**config.mk**
```make
export PLATFORM = sky130hd
export DESIGN_NAME = ak4619_cal
export DESIGN_NICKNAME = d
export VERILOG_FILES = /design/src/rtl/ak4619_cal.sv
export SDC_FILE = /design/constraint.sdc
export NUM_CORES = 2
export LEC_CHECK = 0
export BUFFER_PORTS_ARGS = -buffer_cell sky130_fd_sc_hd__buf_2
export CORE_ASPECT_RATIO = 0.8
export CORE_MARGIN = 5
export CORE_UTILIZATION = 64
export CTS_BUF_LIST = sky130_fd_sc_hd__clkbuf_4 sky130_fd_sc_hd__clkbuf_8
export CTS_CLUSTER_DIAMETER = 40
export DETAILED_ROUTE_END_ITERATION = 16
export PLACE_DENSITY = 0.83
export SETUP_SLACK_MARGIN = 0.15
export SLEW_MARGIN = 20
export SYNTH_ARGS = -nofsm -noshare
export SYNTH_HDL_FRONTEND = slang
export SYNTH_SLANG_ARGS = --single-unit
```
**constraint.sdc**
```tcl
create_clock -name clk -period 20.8 [get_ports clk]
set_input_delay 1.04 -clock clk [delete_from_list [all_inputs] [get_ports clk]]
set_output_delay 1.04 -clock clk [all_outputs]
set_load 0.02 [all_outputs]
```
**src/rtl/ak4619_cal.sv**
```systemverilog
// Per-channel offset/gain calibration for the AK4619 sample stream: one shared
// multiplier, four channels issued back to back, all outputs updated together.
module ak4619_cal #(
  parameter int W    = 16,
  parameter int N_CH = 4
) (
  input  logic                clk,
  input  logic                rst,
  input  logic                sample_clk,
  input  logic signed [W-1:0] in0,
  input  logic signed [W-1:0] in1,
  input  logic signed [W-1:0] in2,
  input  logic signed [W-1:0] in3,
  input  logic                cal_we,
  input  logic [2:0]          cal_addr,
  input  logic signed [W-1:0] cal_data,
  input  logic                clip_clr,
  output logic signed [W-1:0] out0,
  output logic signed [W-1:0] out1,
  output logic signed [W-1:0] out2,
  output logic signed [W-1:0] out3,
  output logic                out_valid,
  output logic [N_CH-1:0]     clip,
  output logic                overrun
);

  localparam int CW = $clog2(N_CH);
  localparam int DW = W + 1;
  localparam int PW = 2 * W + 1;
  localparam int SH = W - 2;
  localparam int SW = PW - SH;
  localparam logic signed [W-1:0] UNITY = {2'b01, {(W-2){1'b0}}};

  typedef enum logic [1:0] {IDLE, RUN, DRAIN} state_t;

  function automatic logic ovf(input logic signed [SW-1:0] v);
    return !((v[SW-1:W-1] == '0) || (v[SW-1:W-1] == '1));
  endfunction

  function automatic logic signed [W-1:0] sat_w(input logic signed [SW-1:0] v);
    if (!ovf(v))     return v[W-1:0];
    else if (v[SW-1]) return {1'b1, {(W-1){1'b0}}};
    else              return {1'b0, {(W-1){1'b1}}};
  endfunction

  state_t               r_state, w_state_nxt;
  logic                 r_sclk_d;
  logic                 w_edge, w_start, w_issue;
  logic [CW-1:0]        r_idx;
  logic signed [W-1:0]  r_live_off [N_CH];
  logic signed [W-1:0]  r_live_gain[N_CH];
  logic signed [W-1:0]  r_snap_off [N_CH];
  logic signed [W-1:0]  r_snap_gain[N_CH];
  logic signed [W-1:0]  r_frame    [N_CH];
  logic signed [W-1:0]  r_shadow   [N_CH];
  logic signed [W-1:0]  r_out      [N_CH];
  logic                 r_vld_p1, r_vld_p2, r_done_p3;
  logic [CW-1:0]        r_ch_p1, r_ch_p2;
  logic signed [DW-1:0] r_diff_p1;
  logic signed [W-1:0]  r_gain_p1;
  logic signed [SW-1:0] r_sh_p2;
  logic signed [PW-1:0] w_prod;
  logic [N_CH-1:0]      r_clip, w_clip_set;
  logic                 r_out_valid, r_overrun;

  assign w_edge = sample_clk & ~r_sclk_d;

  always_comb begin
    w_state_nxt = r_state;
    w_start     = 1'b0;
    w_issue     = 1'b0;
    case (r_state)
      IDLE: if (w_edge) begin
        w_start     = 1'b1;
        w_state_nxt = RUN;
      end
      RUN: begin
        w_issue = 1'b1;
        if (r_idx == CW'(N_CH - 1)) w_state_nxt = DRAIN;
      end
      DRAIN: if (!r_vld_p1 && !r_vld_p2 && !r_done_p3) w_state_nxt = IDLE;
      default: w_state_nxt = IDLE;
    endcase
  end

  always_ff @(posedge clk or posedge rst) begin
    if (rst) begin
      r_state   <= IDLE;
      r_sclk_d  <= 1'b0;
      r_idx     <= '0;
      r_overrun <= 1'b0;
    end else begin
      r_state  <= w_state_nxt;
      r_sclk_d <= sample_clk;
      if (w_start)      r_idx <= '0;
      else if (w_issue) r_idx <= r_idx + 1'b1;
      // An edge outside IDLE is dropped; the frame in flight is left alone.
      if (w_edge && r_state != IDLE) r_overrun <= 1'b1;
    end
  end

  // Live coefficients, frame buffer and per-frame coefficient snapshot
  always_ff @(posedge clk or posedge rst) begin
    if (rst) begin
      for (int i = 0; i < N_CH; i++) begin
        r_live_off[i]  <= '0;
        r_live_gain[i] <= UNITY;
        r_snap_off[i]  <= '0;
        r_snap_gain[i] <= UNITY;
        r_frame[i]     <= '0;
      end
    end else begin
      if (cal_we) begin
        if (cal_addr[2]) r_live_gain[cal_addr[1:0]] <= cal_data;
        else             r_live_off[cal_addr[1:0]]  <= cal_data;
      end
      if (w_start) begin
        r_frame[0] <= in0;
        r_frame[1] <= in1;
        r_frame[2] <= in2;
        r_frame[3] <= in3;
        for (int i = 0; i < N_CH; i++) begin
          r_snap_off[i]  <= r_live_off[i];
          r_snap_gain[i] <= r_live_gain[i];
        end
      end
    end
  end

  assign w_prod = PW'(r_diff_p1) * PW'(r_gain_p1);

  always_comb begin
    w_clip_set = '0;
    if (r_vld_p2 && ovf(r_sh_p2)) w_clip_set[r_ch_p2] = 1'b1;
  end

  always_ff @(posedge clk or posedge rst) begin
    if (rst) begin
      r_vld_p1    <= 1'b0;
      r_ch_p1     <= '0;
      r_diff_p1   <= '0;
      r_gain_p1   <= '0;
      r_vld_p2    <= 1'b0;
      r_ch_p2     <= '0;
      r_sh_p2     <= '0;
      r_done_p3   <= 1'b0;
      r_out_valid <= 1'b0;
      r_clip      <= '0;
      for (int i = 0; i < N_CH; i++) begin
        r_shadow[i] <= '0;
        r_out[i]    <= '0;
      end
    end else begin
      // Stage 1: offset subtraction
      r_vld_p1  <= w_issue;
      r_ch_p1   <= r_idx;
      r_diff_p1 <= DW'(r_frame[r_idx]) - DW'(r_snap_off[r_idx]);
      r_gain_p1 <= r_snap_gain[r_idx];
      // Stage 2: gain multiply, floor shift back to sample scale
      r_vld_p2  <= r_vld_p1;
      r_ch_p2   <= r_ch_p1;
      r_sh_p2   <= SW'(w_prod >>> SH);
      // Stage 3: saturate into shadow
      if (r_vld_p2) r_shadow[r_ch_p2] <= sat_w(r_sh_p2);
      r_done_p3 <= r_vld_p2 && (r_ch_p2 == CW'(N_CH - 1));
      r_clip    <= (r_clip & ~{N_CH{clip_clr}}) | w_clip_set;
      // Output stage: all channels update together
      r_out_valid <= r_done_p3;
      if (r_done_p3) begin
        for (int i = 0; i < N_CH; i++) r_out[i] <= r_shadow[i];
      end
    end
  end

  assign out0      = r_out[0];
  assign out1      = r_out[1];
  assign out2      = r_out[2];
  assign out3      = r_out[3];
  assign out_valid = r_out_valid;
  assign clip      = r_clip;
  assign overrun   = r_overrun;

endmodule

```
==> results.yml <==
yosys:
  ys_top_cells_by_count: "nand2_1, dfrtp_1, inv_1"
  ys_seq_area_share_pct: 43.01
  synth_top_area_cell: "dfrtp_1"
  synthFlopType: "dfrtp_1"
  synth_cells: 2789
  async_reset_ff_share_pct: 100.0
  synth_edf_count: 0
  ys_types: 49
  yosysTopAreaCellShare_pct: 42.31
  synth_area_um2: 30160
  syn_avg_cell_area_um2: 10.81
  yosysMostFrequentCell: "nand2_1"
  syn-num-nets: 3251
  yosys-top-cells-area: "dfrtp_1, fa_1, nand2_1"
  synth.ff_latch_count: 518
  yosysWarnings: 0
worst_setup_path:
  crit_type: "flop to flop"
  crit_slowest_cell: "dfrtp_1"
  required_ns: 21.36
  cp_data_arrival_time_ns: 7.61
  critPathCaptureType: "flop"
  worst-path-buf-inv: 3
  worstSetupStartpointType: "flop"
  cp_slowest_stage_delay_ns: 0.69
  cp.depth: 19
  cp_cell_sequence: "nand2_1 > fa_1 > inv_1 > fa_1 > fa_1 > fa_1 > fa_1 > inv_1 > fa_1 > inv_1 > ha_1 > nand4_1 > or3_1 > a221oi_2 > a21oi_1 > o31ai_1 > a21oi_2 > o21bai_1 > xnor2_1"
  r2r_cells: 19
  cp_max_fo: 17
  path_common_cell: "fa_1"
  path_delay_family: "adder cells"
layout:
  area.growth.synth_to_final_pct: 10.59
  diodes: 0
  fill_cells: 3092
  area.sequential_um2: 12980
  final_area_um2: 33350
  drive_above_1_share_pct: 19.96
  nets: 3390
  multi_input_area_um2: 15540
drt:
  drtIter0Drc: 1663
  drc: 0
  ant_nets: 0
  avgRoutedWirePerCell_um: 19.09
  vias: 20220
  routed_wl_mm: 68.95
  routed_via_density: 5.600
  drt_pass1_iterations: 5
sta:
  worst_clock_skew_ns: 0.04034
  slew_headroom_pct: 22.16
  finalHoldViolCount: 0
  fin_crit_sh_pct: 33.87
  drv_slew: 0
  max_slew.worst_pin.slew_ns: 1.166
  setup_ws_ns: 13.75
  fmax_mhz: 141.9
  setup_violations: 0
  tns_ns: 0
  finalCriticalPeriod_ns: 7.045
  rsz0062_at_grt: "false"
grt:
  met3_usage_pct: 5.852
  grt.met2_usage_pct: 45.28
  grt_pass1_vias: 22110
  grt_use_met1_pct: 37.36
  grt_overflow: 0
  top_usage_layer: "met2"
  antenna_found_initial: 2
  grt_pass1_wl_mm: 113.6
  gr-usage-all-layers_pct: 27.62
  grt_max_degree: 131
clock_network:
  clkTransAtPathRegs_ns: 0.06
  cts_setup_buffers: 0
  cts_buffers: 81
  cts-root-buf: "clkbuf_8"
  clkLatencyLatePin_ns: 0.67
  cts_tree: "built"
  clockBufferDepth: 3
  htree_num_levels: 3
  cts_resized: 0
  cts_num_sinks: 518
  hold_buffers: 0
placement:
  gp_congestion: 0.9218
  placed_area_um2: 31510
  portBuffers: 157
  post-place-ws_ns: 13.89
  dp_hpwl_mm: 48.88
die:
  dieArea_um2: 51590
  start_util_pct: 64.42
  die_h_um: 204.2
  coreArea_um2: 46820
  fp.dieW_um: 252.7
  ios: 158
  rows: 71
status:
  status: "completed"
hold_path:
  hp-class: "flop to flop"
  hold_depth: 0
flow_run:
  maxCapViolCount: 0
-- placed cells by master (no fill, tap or decap), types with 4 or more instances in the layout --
cell type  instances
nor2_1            57
clkbuf_4          27
mux4_2            48
nand2b_1           9
o21a_1             6
fa_1             276
nand2_1          770
inv_1            334
o22ai_1            4
nand3_1           10
xor2_1             7
ha_1              98
nand4_1            6
o21ai_0           59
buf_2            157
and2_1           123
dfrtp_1          507
clkinv_2           7
nand4b_1           4
mux2_2           196
o21bai_1           5
nor2b_1            5
a21oi_1           49
xnor2_1           29
clkbuf_8         100
dfstp_2            8
nor3_1            10
buf_4             16
a21o_1             5
-- final timing paths --
check                                             from                         to  slack [ns]
worst min register to register    r_ch_p1[0]$_DFF_PP0_       r_ch_p2[0]$_DFF_PP0_        0.35
worst max register to register  r_gain_p1[2]$_DFF_PP0_      r_sh_p2[18]$_DFF_PP0_       13.75
max in group asynchronous                          rst  r_live_off[5]$_DFFE_PP0P_       17.12
worst max-delay path            r_gain_p1[2]$_DFF_PP0_      r_sh_p2[18]$_DFF_PP0_       13.75
min in group asynchronous                          rst   r_shadow[16]$_DFFE_PP0P_        0.61
worst min-delay path              r_ch_p1[0]$_DFF_PP0_       r_ch_p2[0]$_DFF_PP0_        0.35
-- registers in the layout (all words and copies together) (netlist names), 2 cells and up --
signal       cells
clip             4
out0            16
out1            16
out2            16
out3            16
r_ch_p1          2
r_ch_p2          2
r_diff_p1       17
r_frame         64
r_gain_p1       16
r_idx            2
r_live_gain     64
r_live_off      64
r_sh_p2         19
r_shadow        64
r_snap_gain     64
r_snap_off      64
r_state          2
-- metrics by stage --
step	instances	hold slack, ns	utilization, %
final	3611	0.3521	71.24
after global placement	3462	0.3322	67.24
after global routing	3611	0.3594	71.24
after detailed placement	3464	0.3371	67.30
after floorplan	2789	0.3312	-
after CTS	3610	0.3518	71.18
-- cells by family (layout without fill, tap and decap cells) --
group | Yosys count | in the layout | share of synthesized area [%]
AOI/OAI and AO/OA | 147 | 147 | 2.858
buffers and inverters | 458 | 660 | 5.700
and+or+nand+nor | 1012 | 1012 | 14.10
muxes | 244 | 244 | 10.90
adders and majority gates | 374 | 374 | 22.39
DFF | 518 | 518 | 43.01
xor gates and xnor gates | 36 | 36 | 1.045
-- layout make-up --
class                   instances  share of cell area (%)
multi-input cells            1813                   46.58
clock inverters                19                  0.7015
flip-flops and latches        518                   38.91
inverters                     335                   3.793
repair buffers                179                   2.952
clock buffers                 127                   4.734
well taps                     620                   2.326
-- layer usage --
layer	share of wire (%)	wire length, µm	vias up
met5	0.019	13	-
met4	3.3	2278	2
met3	6.9	4781	150
met2	50	34170	713
met1	40	27710	10380
li1	-	-	8978
Power is left out: the tool's default activity adds up to more than one toggle a clock period on the data nets, which glitch-free logic cannot reach.
